===== src/rtl/clock_div_pkg.sv =====
// clock_div_pkg: default divider configuration and half-period terminal helper
package clock_div_pkg;
  localparam int DEFAULT_DIVIDE = 100000;
  localparam int DEFAULT_CNT_W = 17;
  function automatic int half_term(input int divide);
    return divide / 2 - 1;
  endfunction
endpackage


===== src/rtl/clock_div_1mhz_10hz.sv =====
// clock_div_1mhz_10hz: divide CLK_1MHZ_IN by DIVIDE into a 50% duty flop clock; CLOCK_DIV_TICK_EN adds TICK_OUT
module clock_div_1mhz_10hz
  import clock_div_pkg::*;
#(
  parameter int DIVIDE = DEFAULT_DIVIDE,
  parameter int CNT_W = DEFAULT_CNT_W
) (
  input logic CLK_1MHZ_IN,
  input logic RESET,
  output logic CLK_10HZ_OUT,
  output logic [CNT_W-1:0] counter
`ifdef CLOCK_DIV_TICK_EN
  ,
  output logic TICK_OUT
`endif
);
  if (DIVIDE < 2 || DIVIDE % 2 != 0 || ((longint'(DIVIDE) - 1) >> CNT_W) != 0) begin : g_bad_cfg
    $error("clock_div_1mhz_10hz: DIVIDE must be even, >= 2 and DIVIDE-1 must fit in CNT_W bits");
  end
  localparam logic [CNT_W-1:0] LAST = CNT_W'(DIVIDE - 1);
  localparam logic [CNT_W-1:0] HALF = CNT_W'(half_term(DIVIDE));
  // count 0..DIVIDE-1 and wrap explicitly
  always_ff @(posedge CLK_1MHZ_IN)
    counter <= RESET || counter == LAST ? '0 : counter + CNT_W'(1);
  // rise entering the upper half, fall on the wrap, hold otherwise
  always_ff @(posedge CLK_1MHZ_IN)
    CLK_10HZ_OUT <= RESET ? 1'b0 : counter == HALF ? 1'b1 : counter == LAST ? 1'b0 : CLK_10HZ_OUT;
`ifdef CLOCK_DIV_TICK_EN
  // one-cycle pulse aligned with counter returning to zero after a wrap
  always_ff @(posedge CLK_1MHZ_IN)
    TICK_OUT <= !RESET && counter == LAST;
`endif
endmodule


===== config.mk =====
export PLATFORM = sky130hd
export DESIGN_NAME = clock_div_1mhz_10hz
export DESIGN_NICKNAME = d
export VERILOG_FILES = /design/src/rtl/clock_div_pkg.sv /design/src/rtl/clock_div_1mhz_10hz.sv
export SDC_FILE = /design/constraint.sdc
export NUM_CORES = 1
export LEC_CHECK = 0
export ABC_CLOCK_PERIOD_IN_PS = 2290
export CORE_MARGIN = 4
export CORE_UTILIZATION = 50
export CTS_BUF_LIST = sky130_fd_sc_hd__clkbuf_8
export CTS_CLUSTER_DIAMETER = 200
export CTS_CLUSTER_SIZE = 8
export DETAILED_ROUTE_END_ITERATION = 10
export PLACE_DENSITY = 0.8
export RECOVER_POWER = 50
export SETUP_SLACK_MARGIN = 0.02
export SYNTH_ARGS = -nofsm -noshare
export SYNTH_HDL_FRONTEND = slang
export SYNTH_SLANG_ARGS = --single-unit

===== constraint.sdc =====
create_clock -name CLK_1MHZ_IN -period 2.29 [get_ports CLK_1MHZ_IN]
set_clock_uncertainty 0.2 [all_clocks]
set_input_delay 0.458 -clock CLK_1MHZ_IN [delete_from_list [all_inputs] [get_ports CLK_1MHZ_IN]]
set_output_delay 0.458 -clock CLK_1MHZ_IN [all_outputs]
set_load 0.01 [all_outputs]

==> out/results.tsv <==
metric	value	unit
clk_latency	250	ps
cp_max_fo	8	
routedWlPerCell	14.9	um
clock-root-buffer	clkbuf_8	
dr.pass1.iters	4	
pwr_density_cell	542	nW/um2
layout-drive-gt1-share	8.04	%
period_minus_slack	2040	ps
tightest_slew	542	ps
peakVddDrop	0.357	mV
path_cells	clkdlybuf4s50_1	
endpoint_kind	primary output	
hold_slack	269	ps
ys_async_sr_fraction	0	%
cts.sinks	18	
combPwrFrac	4.7	%
portBuffers	19	
drt_first_iter_violations	11	
multi_input_area	480	um2
seqPwrFrac	53.7	%
gp_congestion	0.890	
antenna_found_initial	0	
die_h	49.7	um
internal-power	484	uW
hold_violations	0	
rsz0062_at_grt	false	
synth_adder_area_share	1.44	%
ys_seq_elements	18	
worst_ep_required_time	1630	ps
synth.distinct_cells	28	
cpPeakStageDelay	610	ps
synth_mux_area_share	0	%
leakagePower	0.000378	uW
cp.arrival	1380	ps
maxCapViolCount	0	
synth_top_area_share	41.4	%
drc	0	
slew_headroom	63.9	%
h-tree-depth	1	
totalWireLength	1900	um
synth_area_per_cell	9.47	um2
grt_overflow_total	0	
synth_commonest_cells	dfxtp_1, nor2_1, xnor2_1	
synth_seq_area_share	41.4	%
rows	14	
p_sw_share	19.9	%
grt_first_pass_wirelength	3190	um
cts_tree	done	
stdcell_count	128	
post-route-period-util	88.9	%
synth-compound-area-share	4.02	%
start_kind	register	
wl_met2	909	um
synth_edf_count	0	
ioPinCount	20	
grt_max_degree	17	
cts_hold_buf	0	
critical_path_class	reg2out	
synthSimpleGateAreaFrac	35.8	%
fmaxAchievable	491	MHz
die_w	49.7	um
hp-class	reg2reg	
top_layer	met4	
syn-instance-count	92	
core_area	1580	um2
netlist_area	871	um2
p_switching	120	uW
status	finished, final reports clean	
synth_nets	95	
synth.area.top_cells	dfxtp_1, xnor2_1, nor2_1	
placedInstanceArea	1060	um2
vias_per_cell	5.91	
placedCellCount	124	
clk_pin_slew	60	ps
start_util	55.2	%
yosysWarnings	0	
yosysMostFrequentCell	dfxtp_1	
ant_nets	0	
fin_area	1110	um2
die_area	2470	um2
synth_top_family_by_area	simple AND/OR/NAND/NOR gates	
num_vias	757	
synthXorXnorAreaFrac	14.1	%
grt_pass1_vias	708	
grt_usage	16.6	%
finalMaxSlewViolations	0	
met1_length	885	um
synth_top_area_cell	dfxtp_1	
setup_viol	0	
seq_area	360	um2
critPathTopFamily	buffers and inverters	
crit_slowest_cell	clkdlybuf4s50_1	
pwr-share-clk	41.6	%
post_cts_buffers	0	
fin_nets	116	
diodes	0	
ys.flop_type	dfxtp_1	
tritoncts.num_buffers	3	
tns	0	ps
syn_to_final_growth	27.9	%
dr_wl_met3	95	um
n_fill_cell	135	
post_cts_resized	0	
cts.path.max_buffers	2	
path_buf_inv	1	
place_hpwl	1340	um
power by group through the flow:
stage / logic (uW) / registers, uW / clock network (uW)
CTS: 29.1 / 324 / 258
floorplan: 14.6 / 332 / 0
finish: 28.6 / 324 / 251
detailed placement: 28.8 / 331 / 0
global placement: 28.8 / 331 / 0
global route: 31.5 / 325 / 275
through the flow:
stage                     power [uW]  utilization [%]  worst slack [ps]
final                            604             70.6               255
after global routing             631             70.6               106
after CTS                        611             70.7               248
after detailed placement         360             67.2               520
after global placement           359             67.2               531
after floorplan                  347                -               602
layout make-up:
class	count	share of cell area, %
inverters	2	0.674
repair buffers	19	17.1
well taps	16	1.80
clock buffers	4	4.94
flip-flops and latches	18	32.4
multi-input cells	69	43.1
metal layers:
metal | vias up | track usage [%]
li1 | 370 | -
met1 | 360 | 20.5
met5 | - | 0
met3 | 2 | 4.82
met2 | 25 | 27.3
met4 | 0 | 5.53
kinds of logic (layout without fill, tap and decap cells):
family,Yosys count,after routing
AOI/OAI and AO/OA,4,4
xor gates and xnor gates,14,14
adders and majority gates,1,1
buffers and inverters,5,25
DFF,18,18
and+or+nand+nor,50,50
flip-flops by register name, summed over array words and instances (netlist names):
name,cells
counter,17
CLK_10HZ_OUT,1
path summary, 6_finish.rpt:
check	start	to	slack (ps)	cells past startpoint
min	CLK_10HZ_OUT$_SDFFE_PP0P_	CLK_10HZ_OUT$_SDFFE_PP0P_	270	2
max	counter[5]$_SDFF_PP0_	counter[5]	250	1
max reg2reg	counter[0]$_SDFF_PP0_	CLK_10HZ_OUT$_SDFFE_PP0P_	320	4
min reg2reg	CLK_10HZ_OUT$_SDFFE_PP0P_	CLK_10HZ_OUT$_SDFFE_PP0P_	270	2
tightest hold or removal path, cell delays in order, from the launching register on:
cell,delay [ps]
dfxtp_1,310
inv_1,40
o22ai_1,70
cells in the final DEF (no fill, tap or decap), drive strengths merged:
master         instances
dlygate4sd3            1
xnor2                  8
dfxtp                 18
a21oi                  1
clkbuf                 4
o41ai                  1
a41o                   1
nand2                  4
nand3                  8
and4                   3
nand4b                 1
nor2                  17
clkdlybuf4s50         18
ha                     1
inv                    2
nor4bb                 1
or3b                   1
nand4                  5
xor2                   6
nand3b                 1
nor4b                  3
o22ai                  1
nor4                   3
nor3                   3
Note: power is estimated with default switching activity, not from simulation.
==> variant (same flow settings) <==
The package constant `DEFAULT_CNT_W` goes from 17 to 34.
--- a/src/rtl/clock_div_pkg.sv
+++ b/src/rtl/clock_div_pkg.sv
@@ -1,7 +1,7 @@
 // clock_div_pkg: default divider configuration and half-period terminal helper
 package clock_div_pkg;
   localparam int DEFAULT_DIVIDE = 100000;
-  localparam int DEFAULT_CNT_W = 17;
+  localparam int DEFAULT_CNT_W = 34;
   function automatic int half_term(input int divide);
     return divide / 2 - 1;
   endfunction
Ports: changed (resized counter); port bits go from 20 to 37. No check against the original RTL was run, so the function may have changed too.
==> variant against the unedited design <==
Combinational power increased by 38%. Power increased by 85%. Sequential share of layout area decreased by 3.6 points. Count of clock-buffer cells in the layout increased by 2. Hold slack improved by 0.014 ns. Routed wire length increased to 2.5 times the old value. Design area increased by 120%. Sequential cell count increased by 17. Setup slack got worse by 0.19 ns. Synthesized area increased by 100%. Critical endpoint is now counter[30].
==> variant: results (changes against the unedited design) <==
status: "complete, no violations"
p_seq_uw: 618  # +91%
hold_ws_ns: 0.283  # +0.0140 ns
fin_nets: 274  # +140%
pwr-share-seq_pct: 55.2  # +1.5 points
track_usage_pct: 23.3  # +6.8 points
hold_depth: 1  # -1
dp_slack_ns: -0.0301  # -0.551 ns
synthTopCellsByCount: "dfxtp_1 (35), a21oi_1 (18), nand2_1 (17), nor2_1 (17), or4_1 (15)"
grt_pass1_vias: 1723  # +140%
dp.cells: 310  # +150%
grt_max_degree: 16  # -1
crit_fanout: 6  # -2
switching_power_uw: 252  # +110%
clk_latency_ns: 0.30  # +0.05 ns
worst_pin_slew_ns: 0.397  # -0.145 ns
arrival_ns: 2.20  # +0.82 ns
grt_pass1_wl_mm: 8.00  # +150%
syn_inst: 214  # +130%
synth_compound_area_share_pct: 13.7  # +9.6 points
r2r-start: "counter[13]"
synth_xor_area_share_pct: 6.41  # -7.7 points
postPlaceCellArea_mm2: 0.00235  # +120%
worstReg2RegEnd: "counter[30]"
ys_seq_area_share_pct: 39.5  # -1.9 points
min-delay-start: "counter[0]"
io_buffers: 36  # +17
[variant: cell count changes after synthesis, moves of 5 or more]
cell	change
nand3_1	+5
or3_1	+7
nand4_1	+10
o21ai_0	+6
a21oi_1	+18
buf_2	+6
nand2_1	+13
clkbuf_1	+5
or4_1	+15
dfxtp_1	+17
o31ai_1	+12
[variant: per-layer routing]
layer  track usage, %  up-vias  routed length [µm]
li1                 -      926                   -
met1             31.8      891                2180
met2             35.4       70                2220
met3             5.49       14                 294
met4             9.11        0                  96
met5                0        -                   0
[variant: kinds of logic (layout without fill, tap and decap cells)]
group | count (synthesis) | count (layout)
flops | 35 | 35
compound gates | 39 | 39
buf+inv | 17 | 74
xor+xnor | 13 | 13
fa+ha+maj | 1 | 1
simple gates | 109 | 109
[variant: worst max path at each step]
stage | cells past startpoint | from | slack, ns | end
3_3_place_gp | 4 | counter[13] | 0.03 | counter[29]
2_1_floorplan | 6 | counter[6] | 0.04 | counter[25]
4_1_cts | 4 | counter[13] | 0.03 | counter[30]
5_1_grt | 6 | counter[0] | 0.02 | counter[21]
6_report | 4 | counter[13] | 0.06 | counter[30]
3_5_place_dp | 4 | counter[13] | -0.03 | counter[27]
[variant: what timing repair did]
| action | CTS | global route |
|---|---|---|
| resized for setup | 1 | 3 |
| pin swaps | 0 | 2 |
| setup endpoints to repair | 5 | 35 |
| gates cloned | 0 | 0 |
| hold buffers | 0 | 0 |
[variant: area by class of cell]
cell class	instances	area [µm²]
fillers	270	948
clock buffers	6	82.6
flip-flops and latches	35	703
repair buffers	62	556
inverters	5	18.8
well taps	46	57.6
clock inverters	1	5.00
multi-input cells	162	1020
[variant: worst max-delay path, stage by stage (launching register included)]
cell,delay [ns]
dfxtp_2,0.37
nand4_1,0.16
or4_4,0.60
or3_1,0.37
a2111oi_1,0.41
